**src/rtl/bcd_seq_converter.sv**
```systemverilog
// bcd_seq_converter
// Exact multi-cycle binary-to-BCD converter for the auto-test parameter
// display. All three fields share one double-dabble engine, which runs over
// them in the order frequency, amplitude, duty. Each value is clamped to its
// display ceiling before it is converted.
//
// Ports:
//   clk       display-domain clock
//   rst_n     asynchronous active-low reset
//   start     request pulse, only honoured while busy=0
//   freq_in   frequency in Hz (32 bit unsigned)
//   amp_in    amplitude in mV (16 bit unsigned)
//   duty_in   duty/THD in 0.1 % units (16 bit unsigned)
//   busy      conversion in progress
//   done      one-cycle pulse on the edge that updates the outputs
//   freq_bcd  6 BCD digits {d5..d0}
//   amp_bcd   4 BCD digits {d3..d0}
//   duty_bcd  4 BCD digits {d3..d0}
//   *_ovf     input exceeded its ceiling and was clamped
module bcd_seq_converter #(
    parameter int unsigned FREQ_MAX = 999999,
    parameter int unsigned AMP_MAX  = 9999,
    parameter int unsigned DUTY_MAX = 9999
) (
    input  logic        clk,
    input  logic        rst_n,
    input  logic        start,
    input  logic [31:0] freq_in,
    input  logic [15:0] amp_in,
    input  logic [15:0] duty_in,
    output logic        busy,
    output logic        done,
    output logic [23:0] freq_bcd,
    output logic [15:0] amp_bcd,
    output logic [15:0] duty_bcd,
    output logic        freq_ovf,
    output logic        amp_ovf,
    output logic        duty_ovf
);

    typedef enum logic [1:0] {IDLE, LOAD, SHIFT, STORE} state_t;

    localparam logic [1:0]  FLD_F = 2'd0;
    localparam logic [1:0]  FLD_A = 2'd1;
    localparam logic [1:0]  FLD_D = 2'd2;

    localparam logic [31:0] FREQ_CEIL = 32'(FREQ_MAX);
    localparam logic [15:0] AMP_CEIL  = 16'(AMP_MAX);
    localparam logic [15:0] DUTY_CEIL = 16'(DUTY_MAX);

    state_t      state;
    logic [1:0]  field;
    logic [4:0]  cnt;
    logic [19:0] shift_reg;
    logic [23:0] bcd_acc;
    logic [23:0] bcd_adj;
    logic [43:0] shifted;

    logic [19:0] freq_snap;
    logic [13:0] amp_snap;
    logic [13:0] duty_snap;
    logic        freq_ovf_stage;
    logic        amp_ovf_stage;
    logic        duty_ovf_stage;
    logic [23:0] freq_stage;
    logic [15:0] amp_stage;

    logic        freq_big;
    logic        amp_big;
    logic        duty_big;
    logic [19:0] freq_clamped;
    logic [13:0] amp_clamped;
    logic [13:0] duty_clamped;

    // The clamp compares the full input width, so a large value never wraps
    // into a small one when it is later cut down to engine width.
    assign freq_big     = freq_in > FREQ_CEIL;
    assign amp_big      = amp_in  > AMP_CEIL;
    assign duty_big     = duty_in > DUTY_CEIL;
    assign freq_clamped = freq_big ? FREQ_CEIL[19:0] : freq_in[19:0];
    assign amp_clamped  = amp_big  ? AMP_CEIL[13:0]  : amp_in[13:0];
    assign duty_clamped = duty_big ? DUTY_CEIL[13:0] : duty_in[13:0];

    // One add-3 level per digit, then a single left shift of {bcd, bin}.
    always_comb begin
        bcd_adj = bcd_acc;
        for (int i = 0; i < 6; i++) begin
            if (bcd_acc[4*i +: 4] >= 4'd5) begin
                bcd_adj[4*i +: 4] = bcd_acc[4*i +: 4] + 4'd3;
            end
        end
    end

    assign shifted = {bcd_adj, shift_reg} << 1;

    always_ff @(posedge clk or negedge rst_n) begin
        if (!rst_n) begin
            state          <= IDLE;
            field          <= FLD_F;
            cnt            <= '0;
            shift_reg      <= '0;
            bcd_acc        <= '0;
            freq_snap      <= '0;
            amp_snap       <= '0;
            duty_snap      <= '0;
            freq_ovf_stage <= 1'b0;
            amp_ovf_stage  <= 1'b0;
            duty_ovf_stage <= 1'b0;
            freq_stage     <= '0;
            amp_stage      <= '0;
            busy           <= 1'b0;
            done           <= 1'b0;
            freq_bcd       <= '0;
            amp_bcd        <= '0;
            duty_bcd       <= '0;
            freq_ovf       <= 1'b0;
            amp_ovf        <= 1'b0;
            duty_ovf       <= 1'b0;
        end else begin
            done <= 1'b0;
            case (state)
                IDLE: begin
                    if (start) begin
                        freq_snap      <= freq_clamped;
                        amp_snap       <= amp_clamped;
                        duty_snap      <= duty_clamped;
                        freq_ovf_stage <= freq_big;
                        amp_ovf_stage  <= amp_big;
                        duty_ovf_stage <= duty_big;
                        field          <= FLD_F;
                        busy           <= 1'b1;
                        state          <= LOAD;
                    end
                end
                LOAD: begin
                    // Values are left-aligned so the MSB always leaves bit 19.
                    case (field)
                        FLD_F:   shift_reg <= freq_snap;
                        FLD_A:   shift_reg <= {amp_snap, 6'b0};
                        default: shift_reg <= {duty_snap, 6'b0};
                    endcase
                    cnt     <= (field == FLD_F) ? 5'd19 : 5'd13;
                    bcd_acc <= '0;
                    state   <= SHIFT;
                end
                SHIFT: begin
                    {bcd_acc, shift_reg} <= shifted;
                    if (cnt == 5'd0) begin
                        state <= STORE;
                    end else begin
                        cnt <= cnt - 5'd1;
                    end
                end
                STORE: begin
                    case (field)
                        FLD_F: begin
                            freq_stage <= bcd_acc;
                            field      <= FLD_A;
                            state      <= LOAD;
                        end
                        FLD_A: begin
                            amp_stage <= bcd_acc[15:0];
                            field     <= FLD_D;
                            state     <= LOAD;
                        end
                        default: begin
                            // All outputs change together on this one edge.
                            freq_bcd <= freq_stage;
                            amp_bcd  <= amp_stage;
                            duty_bcd <= bcd_acc[15:0];
                            freq_ovf <= freq_ovf_stage;
                            amp_ovf  <= amp_ovf_stage;
                            duty_ovf <= duty_ovf_stage;
                            done     <= 1'b1;
                            busy     <= 1'b0;
                            field    <= FLD_F;
                            state    <= IDLE;
                        end
                    endcase
                end
                default: state <= IDLE;
            endcase
        end
    end

endmodule

```
**config.mk**
```make
export PLATFORM = sky130hd
export DESIGN_NAME = bcd_seq_converter
export DESIGN_NICKNAME = d
export VERILOG_FILES = /design/src/rtl/bcd_seq_converter.sv
export SDC_FILE = /design/constraint.sdc
export NUM_CORES = 1
export LEC_CHECK = 0
export CAP_MARGIN = 20
export CORE_MARGIN = 2
export CORE_UTILIZATION = 54
export DETAILED_ROUTE_END_ITERATION = 16
export PLACE_DENSITY = 0.89
export SLEW_MARGIN = 20
export SYNTH_ARGS = -nofsm -noshare
export SYNTH_HDL_FRONTEND = slang
export SYNTH_SLANG_ARGS = --single-unit
```
**constraint.sdc**
```tcl
create_clock -name clk -period 2.3 [get_ports clk]
set_input_delay 0.23 -clock clk [delete_from_list [all_inputs] [get_ports clk]]
set_output_delay 0.23 -clock clk [all_outputs]
set_load 0.02 [all_outputs]
```
==> impl_metrics.csv, run 1 <==
group,metric,value,unit
routing,vias,6292,
setup_path,cp_slowest_cell,"dfrtp_1",
routing,drc_errors,0,
setup_path,critPathRequiredTime,2680,ps
synthesis,synth_seq_cells,205,
synthesis,postSynthCellCount,734,
clocking,clk_transition_reported_paths,60,ps
global_route,grtUsageTotal,22.76,%
global_route,grt_pass1_wl,32.17,mm
global_route,grt-ovfl-total,0,
global_route,grt_pass1_vias,6439,
global_route,grt_max_degree,60,
clocking,clk_latency,490,ps
power_and_ir_drop,p_per_area,631.3,nW/µm²
place,io_buffers,127,
timing,max_slew_margin,50.91,%
power_and_ir_drop,leakagePower,5.057,nW
place,place_hpwl,13.42,mm
floorplanning,initial_utilization,55.17,%
setup_path,crit_arrival,2450,ps
setup_path,cp-end-kind,"flip-flop",
clocking,cts_sinks,205,
timing,skew,22.39,ps
timing,tightest_slew,736.3,ps
synthesis,ys_warn_count,0,
setup_path,cpLargestDelayFamily,"simple AND/OR/NAND/NOR gates",
setup_path,worstSetupPathType,"reg2reg",
floorplanning,die_w,131.4,µm
place,place_inst,1056,
clocking,post_cts_resized,0,
synthesis,netlist-cell-type-count,54,
timing,setup_tns,0,ps
timing,period_share,90.06,%
layout,drive_above_1_share,13.57,%
routing,routed_wl,19.40,mm
layout,nFillCells,1098,
layout,stdcell_count,1093,
layout,largest_registers,"bcd_acc: 24 flops, freq_bcd: 24 flops, freq_stage: 24 flops",
layout,diodes,0,
clocking,numCtsBuffers,21,
clocking,cts_max_path_buffers,3,
timing,rsz0062_at_grt,"false",
place,place_congestion,0.8366,
flow_run,cap_viol_max_count,0,
floorplanning,ios,128,
routing,antenna_left,0,
floorplanning,fp.coreArea,15890,µm²
routing,drtIter0Drc,319,
setup_path,worstSetupStartpointType,"flip-flop",
worst_hold_path,holdCritPathClass,"in2async",
floorplanning,num_rows,46,
setup_path,cp_cell_sequence,"inv_1 > ha_2 > nand2_1 > nor3_1 > o21ai_2 > o22a_1",
routing,dr.pass1.iters,5,
clocking,htree_num_levels,1,
timing,drv_slew,0,
routing,viasPerCell,5.757,
setup_path,max_stage_delay,420,ps
timing,setup_viol,0,
timing,fin_crit,2071,ps
floorplanning,dieArea,17260,µm²
floorplanning,fp.dieH,131.4,µm
clocking,cts_tree,"done",
setup_path,crit_fanout,12,
clocking,cts_root_buffer,"clkbuf_16",
layout,finalNetCount,949,
global_route,antenna_found_initial,0,
layout,final_core_util,68.98,%
layout,syn2layout_area_growth,25.04,%
setup_path,r2r_slack,230,ps
routing,wire_per_inst,17.75,µm
setup_path,cp_num_buf_inv,1,
power_and_ir_drop,finalPower,6.918,mW
synthesis,synth_nets,819,
clocking,post_cts_buffers,0,
synthesis,synth_seq_area_share,58.54,%
timing,hold_viol_final,0,
power_and_ir_drop,vdd_drop_max,0.0004593,V
timing,fmax,482.8,MHz
synthesis,syn-cell-area,8763,µm²
run_status,status,"finished, final reports clean",
synthesis,synth.avg_cell_area,11.94,µm²
-- per-stage QoR --
stage / worst slack (ps) / cell area (µm²) / hold slack [ps]
after CTS: 261.3 / 10960 / 283.3
after global routing: 83.66 / 10960 / 306.9
after detailed placement: 262.7 / 10340 / 223.8
final: 228.7 / 10960 / 282.4
after global placement: 301.7 / 10340 / 222.9
after floorplan: 508.3 / 8763 / -65.59
-- cells in the mapped netlist (all sizes together) --
library cell | number | area [µm²]
a22o | 19 | 166.4
a21oi | 31 | 158.9
or2 | 1 | 6.260
nor4 | 6 | 56.31
a41o | 1 | 10.01
a211o | 1 | 8.760
o21ai | 60 | 307.8
clkbuf | 24 | 90.09
mux2 | 77 | 867.1
or3b | 1 | 8.760
a311oi | 1 | 8.760
xnor2 | 7 | 61.31
o22a | 26 | 227.7
nand3 | 2 | 10.01
and2 | 1 | 6.260
a211oi | 3 | 32.53
nand2b | 7 | 43.79
a31oi | 8 | 50.05
or4 | 3 | 22.52
or3 | 1 | 6.260
ha | 18 | 225.2
o31ai | 3 | 22.52
or2b | 1 | 7.510
o21a | 3 | 25.03
a2bb2oi | 1 | 8.760
o32ai | 2 | 17.52
inv | 35 | 131.4
o211ai | 1 | 7.510
buf | 15 | 86.33
nand4 | 2 | 27.53
nor2 | 33 | 126.4
dfrtp | 205 | 5130
o22ai | 21 | 131.4
a32o | 1 | 10.01
a221oi | 1 | 8.760
nand2 | 62 | 232.7
nor2b | 4 | 25.02
mux2i | 30 | 300.3
nor3 | 9 | 45.04
nor3b | 1 | 7.510
and3 | 6 | 37.54
-- routing by layer --
layer	wire length, µm	global-route usage, %	vias up
li1	-	-	2888
met1	8029	29.32	3133
met2	9765	39.12	226
met3	1061	3.665	45
met4	543	8.454	0
met5	0	0	-
-- placed cells by master, fill, tap and decap left out, types with 4 or more instances in the layout --
cell type | synthesis | final
nand2b_1 | 7 | 7
clkbuf_1 | 24 | 8
a21oi_1 | 30 | 30
a31oi_1 | 8 | 8
o22ai_1 | 21 | 21
buf_4 | 4 | 13
nor2_1 | 32 | 32
clkinv_2 | 0 | 4
mux2i_1 | 30 | 30
ha_1 | 18 | 17
o22a_1 | 26 | 26
mux2_2 | 56 | 56
and3_1 | 6 | 6
o21ai_0 | 57 | 57
clkbuf_16 | 0 | 21
dfrtp_1 | 205 | 205
clkdlybuf4s50_1 | 0 | 126
nor3_1 | 9 | 9
a22o_1 | 19 | 19
buf_12 | 0 | 5
inv_1 | 34 | 34
xnor2_1 | 7 | 7
nand2_1 | 62 | 61
mux2_1 | 21 | 21
-- cells by family after synthesis --
family / count (synthesis) / synth area share (%)
multiplexers: 107 / 13.32
adder cells (fa/ha/maj): 18 / 2.570
XOR/XNOR: 7 / 0.6996
AND/OR/NAND/NOR: 140 / 7.639
buffers and inverters: 74 / 3.512
flip-flops: 205 / 58.54
AO/OA/AOI/OAI: 183 / 13.72
-- timing repair --
action	4_1_cts	5_1_grt
endpoints found under the hold margin	49	0
hold buffers	1	0
setup endpoints to repair	0	0
-- report_power, final --
part	switching [mW]	internal, mW
clock	1.33	1.75
combinational	0.110	0.117
sequential	0	3.61
-- cell type report --
cell class | instances | area (µm²) | share of cell area, %
sequential | 205 | 5130 | 46.81
multi-input combinational | 455 | 3333 | 30.42
timing repair buffer | 146 | 1483 | 13.53
clock buffer | 31 | 583.1 | 5.321
tap | 216 | 270.3 | 2.466
inverter | 35 | 131.4 | 1.199
clock inverter | 5 | 27.53 | 0.2512
-- path summary, 6_finish.rpt --
path	from	to	cells after the start
setup / recovery	state[0]	amp_snap[1]	6
hold / removal	rst_n	duty_bcd[5]	2
setup reg to reg	state[0]	amp_snap[1]	6
hold reg to reg	duty_bcd[7]	duty_bcd[7]	2
max in group asynchronous	rst_n	shift_reg[5]	3
min in group clk	duty_in[1]	duty_snap[1]	2
No activity file was read; power rests on OpenSTA's default activity.
==> inputs of run 2 (changes only) <==
CORE_UTILIZATION = 56   (was 54)
CTS_BUF_LIST = sky130_fd_sc_hd__clkbuf_4   (was not set)
PLACE_DENSITY = 0.92   (was 0.89)
clock period = 2 ns   (was 2.3 ns; I/O delays follow)
==> run 2 against run 1 <==
  * Cell count grew 5.0%
  * Largest power group unchanged
  * Largest cell class unchanged
  * Via count up 2.5%
  * Critical path depth fell by 5
  * Register-to-register slack got worse by 90 ps
  * Clock-buffer cell count increased by 42
  * Total power rose by 13%
  * Critical path type is now reg2out
  * Global-route usage rose by 1.2 points
  * Die area down 3.5%
  * Clock skew is 14 ps higher
  * Flip-flop and latch count did not move
  * Setup slack got worse by 110 ps
==> impl_metrics.csv, run 2 (synthesis gave the netlist of run 1 again) <==
group,metric,value,unit
clocking,htree_num_levels,2,
routing,dr.pass1.iters,5,
setup_path,cp_slowest_cell,"clkdlybuf4s50_1",
setup_path,cp_num_buf_inv,1,
global_route,met1_usage,30.24,%
timing,period_share,93.94,%
setup_path,crit_arrival,1680,ps
setup_path,cpLargestDelayFamily,"buffers and inverters",
timing,fmax,532.2,MHz
power_and_ir_drop,p_per_area,702.3,nW/µm²
setup_path,worstSetupStartpointType,"flip-flop",
floorplanning,die_w,129.1,µm
timing,drv_slew,0,
floorplanning,dieArea,16670,µm²
floorplanning,initial_utilization,57.43,%
power_and_ir_drop,pwr-share-comb,3.4,%
clocking,post_cts_buffers,0,
clocking,cts_tree,"done",
place,place_inst,1059,
clocking,clk_transition_reported_paths,70,ps
global_route,grtUsageTotal,23.94,%
clocking,cts_max_path_buffers,3,
floorplanning,fp.coreArea,15260,µm²
timing,fin_crit,1879,ps
layout,stdcell_count,1148,
layout,multiInputGateArea,3347,µm²
floorplanning,ios,128,
clocking,cts_root_buffer,"clkbuf_4",
routing,drc_errors,0,
layout,ff_latch_area,5130,µm²
global_route,grt_util_met2,40.80,%
power_and_ir_drop,p_switching,1.704,mW
layout,mostFrequentLayoutCell,"dfrtp_1",
clocking,numCtsBuffers,49,
global_route,grt_pass1_vias,6504,
power_and_ir_drop,switching_share,21.89,%
place,place_hpwl,13.58,mm
flow_run,cap_viol_max_count,0,
routing,antenna_left,0,
routing,routed_wl,19.06,mm
setup_path,max_stage_delay,650,ps
global_route,grt_max_degree,77,
setup_path,cp-end-kind,"output pin",
layout,finalNetCount,985,
place,place_congestion,0.8683,
global_route,busiest_layer,"met2",
timing,skew,36.42,ps
setup_path,crit_fanout,2,
routing,viasPerCell,5.617,
run_status,status,"finished, final reports clean",
layout,syn2layout_area_growth,26.47,%
floorplanning,num_rows,45,
setup_path,worstSetupPathType,"reg2out",
power_and_ir_drop,power.internal,6.079,mW
layout,nFillCells,938,
clocking,clk_latency,640,ps
power_and_ir_drop,leakagePower,5.180,nW
layout,largest_registers,"bcd_acc: 24 flops, freq_bcd: 24 flops, freq_stage: 24 flops",
place,io_buffers,127,
power_and_ir_drop,seq_power_share,53.3,%
global_route,grt_pass1_wl,31.42,mm
power_and_ir_drop,pwr-share-clk,43.3,%
layout,drive_above_1_share,18.91,%
timing,max_slew_margin,63.41,%
routing,vias,6448,
power_and_ir_drop,vdd_drop_max,0.0005220,V
setup_path,critPathRequiredTime,1800,ps
timing,tightest_slew,546.9,ps
timing,setup_viol,0,
global_route,met3_usage,5.409,%
global_route,antenna_found_initial,1,
setup_path,cp_cell_sequence,"clkdlybuf4s50_1",
routing,drtIter0Drc,402,
worst_hold_path,holdCritPathClass,"in2async",
clocking,cts_sinks,205,
timing,setup_tns,0,ps
floorplanning,fp.dieH,129.1,µm
timing,rsz0062_at_grt,"false",
layout,final_cell_mix,"dfrtp_1, clkdlybuf4s50_1, clkbuf_4",
global_route,grt-ovfl-total,0,
routing,wire_per_inst,16.60,µm
timing,hold_viol_final,0,
[run 2: cell types whose count changed in the layout (fill, tap and decap cells not counted), moves of 2 or more]
cell,delta
clkbuf_16,-21
buf_12,+3
clkbuf_1,-8
buf_4,+5
clkbuf_8,-2
clkbuf_4,+73
clkinv_2,-3
clkinv_1,+12
[run 2: power by group through the flow]
stage | sequential, mW | clock (mW) | combinational (mW)
2_1_floorplan | 4.22 | 0 | 0.0155
3_3_place_gp | 4.22 | 0 | 0.266
6_report | 4.14 | 3.37 | 0.268
5_1_grt | 4.14 | 3.69 | 0.295
3_5_place_dp | 4.22 | 0 | 0.270
4_1_cts | 4.14 | 3.44 | 0.273
[run 2: worst paths after layout]
kind,start,endpoint,slack [ps],cells after the start
setup / recovery,duty_bcd[1],duty_bcd[1],120,1
hold / removal,rst_n,freq_stage[11],100,2
setup reg to reg,bcd_acc[4],bcd_acc[6],140,6
hold reg to reg,amp_stage[5],amp_stage[5],480,2
max in group asynchronous,rst_n,shift_reg[2],1260,3
min in group clk,freq_in[5],freq_snap[5],160,2
[run 2: final cells by class]
class	instances	area share (%)
repair buffers	154	14.26
inverters	35	1.185
well taps	211	2.382
multi-input cells	455	30.20
clock buffers	73	4.945
diodes	1	0.02258
flip-flops and latches	205	46.29
clock inverters	14	0.7225
[run 2: timing repair]
action                                 CTS  global route
hold buffers                             1             0
endpoints found under the hold margin  205             0
setup endpoints to repair                0            11
gates resized for setup                  0             3
[run 2: stage by stage]
| step | total power [mW] | util, % | worst slack [ps] | hold WS [ps] | cell area (µm²) |
|---|---|---|---|---|---|
| after floorplan | 4.240 | - | 208.3 | -95.59 | 8763 |
| after global placement | 4.489 | 68.35 | 94.08 | 201.7 | 10430 |
| after detailed placement | 4.494 | 68.35 | 59.16 | 205.0 | 10430 |
| after CTS | 7.858 | 72.53 | 64.87 | 72.78 | 11070 |
| after global routing | 8.122 | 72.64 | 12.67 | 104.8 | 11080 |
| final | 7.783 | 72.64 | 121.2 | 98.02 | 11080 |
[run 2: routing by layer]
layer  routed length [µm]  share of wire, %
met5                    0                 0
met4                  529               2.8
met3                  991               5.2
met2                 9592                50
met1                 7942                42
